`config.mk`:
```
export PLATFORM = sky130hd
export DESIGN_NAME = sar_adc_controller
export DESIGN_NICKNAME = d
export VERILOG_FILES = /design/src/rtl/sar_adc_pkg.sv /design/src/rtl/sar_adc_controller_sync_2ff.sv /design/src/rtl/sar_adc_controller.sv
export SDC_FILE = /design/constraint.sdc
export NUM_CORES = 1
export LEC_CHECK = 0
export ABC_AREA = 1
export BUFFER_PORTS_ARGS = -buffer_cell sky130_fd_sc_hd__buf_2
export CORE_ASPECT_RATIO = 0.5
export CORE_MARGIN = 3
export CORE_UTILIZATION = 35
export CTS_BUF_LIST = sky130_fd_sc_hd__clkbuf_4
export CTS_CLUSTER_DIAMETER = 50
export CTS_CLUSTER_SIZE = 12
export DETAILED_ROUTE_END_ITERATION = 6
export HOLD_SLACK_MARGIN = 0.06
export PLACE_DENSITY_LB_ADDON = 0.08
export RECOVER_POWER = 100
export SETUP_SLACK_MARGIN = 0.1
export SYNTH_ARGS = -nofsm -noshare
export SYNTH_HDL_FRONTEND = slang
export SYNTH_SLANG_ARGS = --single-unit
```
`constraint.sdc`:
```
create_clock -name clk -period 1.6 [get_ports clk]
set_input_delay 0.16 -clock clk [delete_from_list [all_inputs] [get_ports clk]]
set_output_delay 0.16 -clock clk [all_outputs]
set_load 0.02 [all_outputs]
```
`src/rtl/sar_adc_pkg.sv`:
```
// Shared types and elaboration helpers for the successive-approximation ADC controller.
package sar_adc_pkg;

  typedef enum logic [1:0] {
    IDLE   = 2'd0,
    SETTLE = 2'd1,
    DECIDE = 2'd2
  } sar_state_t;

  // Settle time in whole clock cycles, rounded up so the ladder is never under-settled.
  function automatic int calc_settle_cycles(input longint clock_freq, input longint settle_ns);
    longint prod;
    prod = clock_freq * settle_ns;
    return int'((prod + 64'sd999_999_999) / 64'sd1_000_000_000);
  endfunction

endpackage

```
`src/rtl/sar_adc_controller_sync_2ff.sv`:
```
// Two-flop synchronizer for a single asynchronous input bit.
module sync_2ff (
  input  logic clk,
  input  logic reset_n,
  input  logic d,
  output logic q
);

  logic meta_q, meta_d;
  logic sync_q, sync_d;

  always_comb begin
    meta_d = d;
    sync_d = meta_q;
  end

  always_ff @(posedge clk or negedge reset_n) begin
    if (!reset_n) begin
      meta_q <= 1'b0;
      sync_q <= 1'b0;
    end else begin
      meta_q <= meta_d;
      sync_q <= sync_d;
    end
  end

  assign q = sync_q;

endmodule

```
`src/rtl/sar_adc_controller.sv`:
```
// SAR ADC controller: binary-searches the R2R ladder against an external comparator,
// MSB first, and reports the code with a one-cycle done pulse.
module sar_adc_controller
  import sar_adc_pkg::*;
#(
  parameter int WIDTH      = 8,
  parameter int CLOCK_FREQ = 100_000_000,
  parameter int SETTLE_NS  = 1000
) (
  input  logic             clk,
  input  logic             reset_n,
  input  logic             enable,
  input  logic             start,
  input  logic             comp_in,
  output logic [WIDTH-1:0] R2R_out,
  output logic             busy,
  output logic             done,
  output logic [WIDTH-1:0] result,
  output logic             valid
);

  localparam int SETTLE_CYCLES = calc_settle_cycles(longint'(CLOCK_FREQ), longint'(SETTLE_NS));
  localparam int CNT_W         = (SETTLE_CYCLES > 2) ? $clog2(SETTLE_CYCLES) : 2;
  localparam int BIDX_W        = (WIDTH > 1) ? $clog2(WIDTH) : 1;

  localparam logic [CNT_W-1:0]  CNT_RELOAD = CNT_W'(SETTLE_CYCLES - 1);
  localparam logic [BIDX_W-1:0] BIDX_TOP   = BIDX_W'(WIDTH - 1);
  localparam logic [WIDTH-1:0]  TRIAL_MSB  = {1'b1, {(WIDTH-1){1'b0}}};

  // Fewer than 3 cycles cannot cover the two-flop comparator synchronizer latency.
  if (SETTLE_CYCLES < 3) begin : g_settle_check
    $error("sar_adc_controller: SETTLE_CYCLES=%0d is below the minimum of 3", SETTLE_CYCLES);
  end

  sar_state_t        state_q, state_d;
  logic [WIDTH-1:0]  trial_q, trial_d;
  logic [BIDX_W-1:0] bit_idx_q, bit_idx_d;
  logic [CNT_W-1:0]  cnt_q, cnt_d;
  logic [WIDTH-1:0]  result_q, result_d;
  logic              valid_q, valid_d;
  logic              done_q, done_d;
  logic [WIDTH-1:0]  decided;
  logic              comp_s;

  sync_2ff u_comp_sync (
    .clk     (clk),
    .reset_n (reset_n),
    .d       (comp_in),
    .q       (comp_s)
  );

  always_comb begin
    state_d   = state_q;
    trial_d   = trial_q;
    bit_idx_d = bit_idx_q;
    cnt_d     = cnt_q;
    result_d  = result_q;
    valid_d   = valid_q;
    done_d    = 1'b0;
    decided   = trial_q;

    if (!decided[bit_idx_q] || comp_s) begin
      decided = trial_q;
    end else begin
      decided[bit_idx_q] = 1'b0;
    end

    if (!enable) begin
      state_d = IDLE;
      trial_d = '0;
    end else begin
      unique case (state_q)
        IDLE: begin
          trial_d = '0;
          if (start) begin
            trial_d   = TRIAL_MSB;
            bit_idx_d = BIDX_TOP;
            cnt_d     = CNT_RELOAD;
            state_d   = SETTLE;
          end
        end
        SETTLE: begin
          if (cnt_q == '0) begin
            state_d = DECIDE;
          end else begin
            cnt_d = cnt_q - 1'b1;
          end
        end
        DECIDE: begin
          // Trial is cleared on completion so the ladder parks at zero while idle.
          if (bit_idx_q == '0) begin
            result_d = decided;
            valid_d  = 1'b1;
            done_d   = 1'b1;
            trial_d  = '0;
            state_d  = IDLE;
          end else begin
            trial_d                     = decided;
            trial_d[bit_idx_q - 1'b1]   = 1'b1;
            bit_idx_d                   = bit_idx_q - 1'b1;
            cnt_d                       = CNT_RELOAD;
            state_d                     = SETTLE;
          end
        end
        default: begin
          state_d = IDLE;
          trial_d = '0;
        end
      endcase
    end
  end

  always_ff @(posedge clk or negedge reset_n) begin
    if (!reset_n) begin
      state_q   <= IDLE;
      trial_q   <= '0;
      bit_idx_q <= '0;
      cnt_q     <= '0;
      result_q  <= '0;
      valid_q   <= 1'b0;
      done_q    <= 1'b0;
    end else begin
      state_q   <= state_d;
      trial_q   <= trial_d;
      bit_idx_q <= bit_idx_d;
      cnt_q     <= cnt_d;
      result_q  <= result_d;
      valid_q   <= valid_d;
      done_q    <= done_d;
    end
  end

  assign R2R_out = trial_q;
  assign busy    = (state_q != IDLE);
  assign done    = done_q;
  assign result  = result_q;
  assign valid   = valid_q;

endmodule

```
* Word-level counts from Yosys, hierarchy flattened
Cells that the tools add are included.
** Operators by class
- $add $sub $neg :: 2
- Magnitude comparators :: 4
- Equal/unequal tests :: 8
- Muxes and demuxes :: 26
- Bitwise gates (word level) :: 3
- Reductions and logical operators :: 14
** Operator list (count)
- 8-bit two-way mux :: 4
- 8-bit case mux with 3 select lines :: 1
- 7-bit two-way mux :: 3
- 7-bit case mux with 3 select lines :: 1
- 8-bit bitwise AND :: 1
- 3-bit by 4-bit less-than comparator with 1-bit output (second input constant) :: 2
- 2-bit != test (second input constant) :: 4
- 8-bit NOT :: 1
- 8-bit OR :: 1
- 7-bit logical NOT :: 1
- 1-bit two-way mux :: 7
- 7-bit by 1-bit subtractor with 7-bit output (second input constant) :: 1
- 1-bit demux with 3-bit select :: 2
- 3-bit by 1-bit >= comparator with 1-bit output (second input constant) :: 2
- 2-bit two-way mux :: 3
- 3-bit two-way mux :: 2
- 3-bit != test (second input constant) :: 2
- 2-bit case mux with 3 select lines :: 1
- 3-bit case mux with 2 select lines :: 1
- 5-bit AND reduction :: 1
- 4-bit AND reduction :: 1
- 2-bit nonzero test :: 2
- 1-bit binary-select mux with 3-bit select :: 1
- 3-bit logical NOT :: 1
- other kinds (10) :: 11
** Storage, ports and cells
- Register bits :: 32
- Output and inout bits :: 19

* Depth between registers and ports, before layout
- Depth after elaboration :: 11
- Gate-level depth with buffers :: 11
- Depth with buffers taken out :: 11

* Cells and area by module
A second synthesis with hierarchy kept.
** Unflattened totals
- Cells, all modules :: 228
- Area total of the unflattened synthesis :: 1751.7 sq um
** By module, submodules not included
- sar_adc_controller :: times used 1, cells each 226, area each 1701.6 sq um
- sync_2ff :: times used 1, cells each 2, area each 50.0 sq um

* Worst setup path before layout
No wires, ideal clock.
- Kind :: reg2reg
- Start point :: register bit_idx_q[0]
- End point :: register result_q[0], in the netlist result[0]
- Library setup time :: 0.128 ns
- Arrival :: 1.668 ns
- Slack :: -0.196 ns
- Cell stages (with the launch flop) :: 10
- Path buffers :: 2
- Path through :: dfrtp_1 > inv_1 > buf_1 > ha_1 > nand3_2 > nor3_2 > inv_1 > buf_2 > nand2_1 > o21ai_0
** On the way
- Word-level cells in the longest chain between the ends :: 7
- Elaborated cells on any way between the ends :: 14
- Classes of those cells :: 2 x order compare; 5 x mux; 2 x bitwise; 5 x reduce/logical
** RTL lines
- start, declared :: line sar_adc_controller.sv:37 : logic [BIDX_W-1:0] bit_idx_q, bit_idx_d;
- start signal, assigned :: line sar_adc_controller.sv:125 : bit_idx_q <= bit_idx_d;
- 3-bit by 4-bit less-than comparator with 1-bit output (not written as such) / 3-bit by 1-bit >= comparator with 1-bit output (equally long branches) :: line sar_adc_controller.sv:65 : decided[bit_idx_q] = 1'b0;
- 1-bit logical AND (not written as such) :: line sar_adc_controller.sv:65
- 1-bit two-way mux (not written as such) :: line sar_adc_controller.sv:65
- 1-bit demux with 3-bit select :: line sar_adc_controller.sv:65
- 8-bit NOT (no line)
- 8-bit bitwise AND (no line)
- 8-bit two-way mux :: line sar_adc_controller.sv:62 : if (!decided[bit_idx_q] || comp_s) begin
- end signal, assigned :: line sar_adc_controller.sv:127 : result_q <= result_d;
- end, declared :: line sar_adc_controller.sv:39 : logic [WIDTH-1:0] result_q, result_d;
Parallel ways exist; a longest one is shown, timed or not. The select of a mux whose other input is x is not followed.
A chain may end at the register's enable or synchronous reset.

* Worst setup path in the final report
- Start point :: register bit_idx_q[0]
- End point :: register cnt_q[6]
** On the way
- Word-level cells in the longest chain between the ends :: 3
** RTL lines
- 3-bit logical NOT :: line sar_adc_controller.sv:91 : if (bit_idx_q == '0) begin
- 2-bit != test (no line)
- 5-bit AND reduction (no line)
- end signal, assigned :: line sar_adc_controller.sv:126 : cnt_q <= cnt_d;
- end, declared :: line sar_adc_controller.sv:38 : logic [CNT_W-1:0] cnt_q, cnt_d;
Every way passes these cells.

==> results.json <==
{
  "initial_core_util": 0.380,
  "clkSlewWorstSetupHoldPaths_ps": 100,
  "ys_warn_count": 0,
  "htreeDepth": 2,
  "r2r_cells": 10,
  "relSlewSlack": 0.456,
  "ys_types": 29,
  "drive_gt1_frac": 0.261,
  "dieHeight_microns": 56.0,
  "hold_viol": 0,
  "crit_end": "cnt_q[6]",
  "ir_worst_vdd_v": 0.000507,
  "grt_pass1_vias": 1349,
  "worstSetupPathType": "flip-flop to flip-flop",
  "synth_seq_cells": 32,
  "crit_path_start_kind": "flip-flop",
  "wire_per_inst_microns": 12.1,
  "rsz0062_at_grt": "true",
  "period_needed_ps": 1470,
  "drv_slew": 0,
  "fin_cells": 334,
  "vias": 1489,
  "grt_start_max_net_pins": 33,
  "drv_cap": 0,
  "cp-end-kind": "flip-flop",
  "post-route-period-util": 0.918,
  "fmax_ghz": 0.681,
  "rr_endpoint": "cnt_q[6]",
  "syn-mean-instance-area_sq_um": 7.68,
  "cts_buffer_depth": 2,
  "grt_use_total": 0.140,
  "antenna_found_initial": 0,
  "wl_met2_microns": 1740,
  "reg2reg_from": "bit_idx_q[0]",
  "power_density_mw_per_mm2": 842,
  "die-area_sq_mm": 0.00594,
  "syn-num-nets": 237,
  "dp_hpwl_microns": 2800,
  "status": "completed",
  "core-area_sq_mm": 0.00462,
  "crit_arrival_ps": 1730,
  "portBuffers": 23,
  "finalSetupViolCount": 0,
  "placement_rows": 17,
  "via_per_inst": 4.46,
  "netlist_area_sq_mm": 0.00175,
  "cts_tree": "built",
  "reg2reg_slack_ps": 130,
  "p_leak_uw": 0.00104,
  "wl_met3_microns": 163,
  "antennaDiodeCount": 0,
  "io_pins": 24,
  "ant_nets": 0,
  "clock_skew_ps": 7.49,
  "numCtsBuffers": 5,
  "drtIter0Drc": 28,
  "startpoint": "bit_idx_q[0]",
  "seq_area_frac_synth": 0.457,
  "top_layer": "met4",
  "clkLatencyLatePin_ps": 320,
  "crit_fanout": 8,
  "min_path_type": "input port to flip-flop",
  "min_path_cells": 3,
  "final_nets": 276,
  "grt_pass1_wl_microns": 6510,
  "gp_congestion": 0.790,
  "syn_to_final_growth_pct": 24.9,
  "die_x_microns": 106,
  "n_fill_cell": 475,
  "totalWireLength_microns": 4040,
  "power_uw": 1840,
  "clock_sink_count": 32,
  "grt.overflow.total": 0,
  "setup_tns_ps": 0,
  "drt_first_pass_iters": 4,
  "crit_required_ps": 1870,
  "syn_inst": 228,
  "wl_met1_microns": 2120,
  "dp.cells": 320,
  "drc": 0,
  "clock-root-buffer": "clkbuf_4",
  "worstMarginPinSlew_ps": 815
}
==> synth_stat cells <==
cell	instances	share of area
a21oi_1	3	0.0086
a22oi_1	2	0.0086
a32oi_1	1	0.0050
and2_1	1	0.0036
buf_1	1	0.0021
buf_2	2	0.0057
clkinv_4	1	0.0050
dfrtp_1	32	0.46
ha_1	4	0.029
inv_1	29	0.062
inv_2	5	0.011
inv_4	1	0.0036
nand2_1	73	0.16
nand2_2	3	0.011
nand2_4	2	0.013
nand2_8	1	0.011
nand3_1	27	0.077
nand3_2	2	0.011
nor2_1	17	0.036
nor2_2	3	0.011
nor2_4	1	0.0064
nor2_8	1	0.011
nor3_2	1	0.0057
o21ai_0	4	0.011
o21ai_1	6	0.017
o31ai_1	1	0.0043
or2_0	1	0.0036
or2_2	2	0.0071
xor2_1	1	0.0050
==> where the power goes <==
| group | leakage, uW | switching [uW] | total, uW | internal [uW] |
|---|---|---|---|---|
| sequential | 0.000385 | 48.3 | 927 | 878 |
| clock | 0.0000338 | 280 | 483 | 203 |
| combinational | 0.000617 | 290 | 433 | 143 |
==> layout make-up <==
class | count | area [sq um] | area share
inverters | 36 | 150 | 0.0686
well taps | 66 | 82.6 | 0.0377
repair buffers | 35 | 196 | 0.0898
flip-flops and latches | 32 | 802 | 0.366
clock inverters | 1 | 3.75 | 0.00172
clock buffers | 7 | 52.6 | 0.0240
multi-input cells | 157 | 901 | 0.412
==> worst max-delay path, stage by stage (launching register included) <==
cell     delay (ps)
dfrtp_1         420
inv_4            80
ha_4            170
nand3_4          60
nand2_2          90
nor2_8          110
inv_6            60
nand2_8          80
nand3_4          60
or2_0           210
nand3_1          70
==> logic make-up (layout without fill, tap and decap cells) <==
kind of cell / Yosys count / after routing / share of synthesized area
and+or+nand+nor: 135 / 135 / 0.365
buffers and inverters: 39 / 79 / 0.0893
DFF: 32 / 32 / 0.457
AOI/OAI and AO/OA: 17 / 17 / 0.0550
adders and majority gates: 4 / 4 / 0.0286
xor gates and xnor gates: 1 / 1 / 0.00500
==> flip-flops by register name, indices dropped and copies added (netlist names) <==
| register | flops |
|---|---|
| done | 1 |
| cnt_q | 7 |
| valid | 1 |
| u_comp_sync.q | 1 |
| state_q | 2 |
| result | 8 |
| R2R_out | 8 |
| bit_idx_q | 3 |
| u_comp_sync.meta_q | 1 |
==> what timing repair did <==
item	CTS	global route
pin swaps	0	18
setup buffers	2	2
endpoints found under the hold margin	33	0
setup endpoints to repair	19	23
cloned	0	0
hold buffers	2	0
resized for setup	3	32
==> worst min-delay path by stage <==
stage	from	to	slack, ps
2_1_floorplan	reset_n	R2R_out[0]	-140
3_3_place_gp	reset_n	result[6]	210
3_5_place_dp	reset_n	result[6]	210
4_1_cts	enable	state_q[1]	120
5_1_grt	enable	state_q[1]	120
6_report	enable	state_q[1]	130
==> placed cells by master, fill, tap and decap left out, types with 2 or more instances in the layout <==
cell type / netlist / final
inv_1: 29 / 23
nand3_2: 2 / 5
nand2_2: 3 / 9
ha_4: 0 / 2
clkbuf_1: 0 / 18
o21ai_0: 4 / 6
inv_2: 5 / 9
a21oi_1: 3 / 2
inv_4: 1 / 2
nor2_4: 1 / 3
buf_6: 0 / 3
nand2_4: 2 / 2
dlygate4sd3_1: 0 / 2
nand3_4: 0 / 2
o21ai_1: 6 / 4
ha_1: 4 / 2
clkbuf_4: 0 / 7
nor2_2: 3 / 4
buf_4: 0 / 6
nand2_1: 73 / 67
nor2_1: 17 / 14
nand3_1: 27 / 22
buf_2: 2 / 5
dfrtp_1: 32 / 31
a22oi_1: 2 / 2
==> metrics by stage <==
step                 util  worst slack [ps]  hold slack (ps)  cell area, sq um
floorplan               -              59.9             -136              1790
global placement    0.435              44.5              211              2010
detailed placement  0.435              48.4              212              2010
CTS                 0.456               113              117              2100
global route        0.474              21.9              118              2190
finish              0.474               132              128              2190
==> metal layers <==
metal	track usage	vias up
li1	-	786
met1	0.209	679
met2	0.189	22
met3	0.0475	2
met4	0.0332	0
met5	0	-
(Power assumes the default switching activity.)
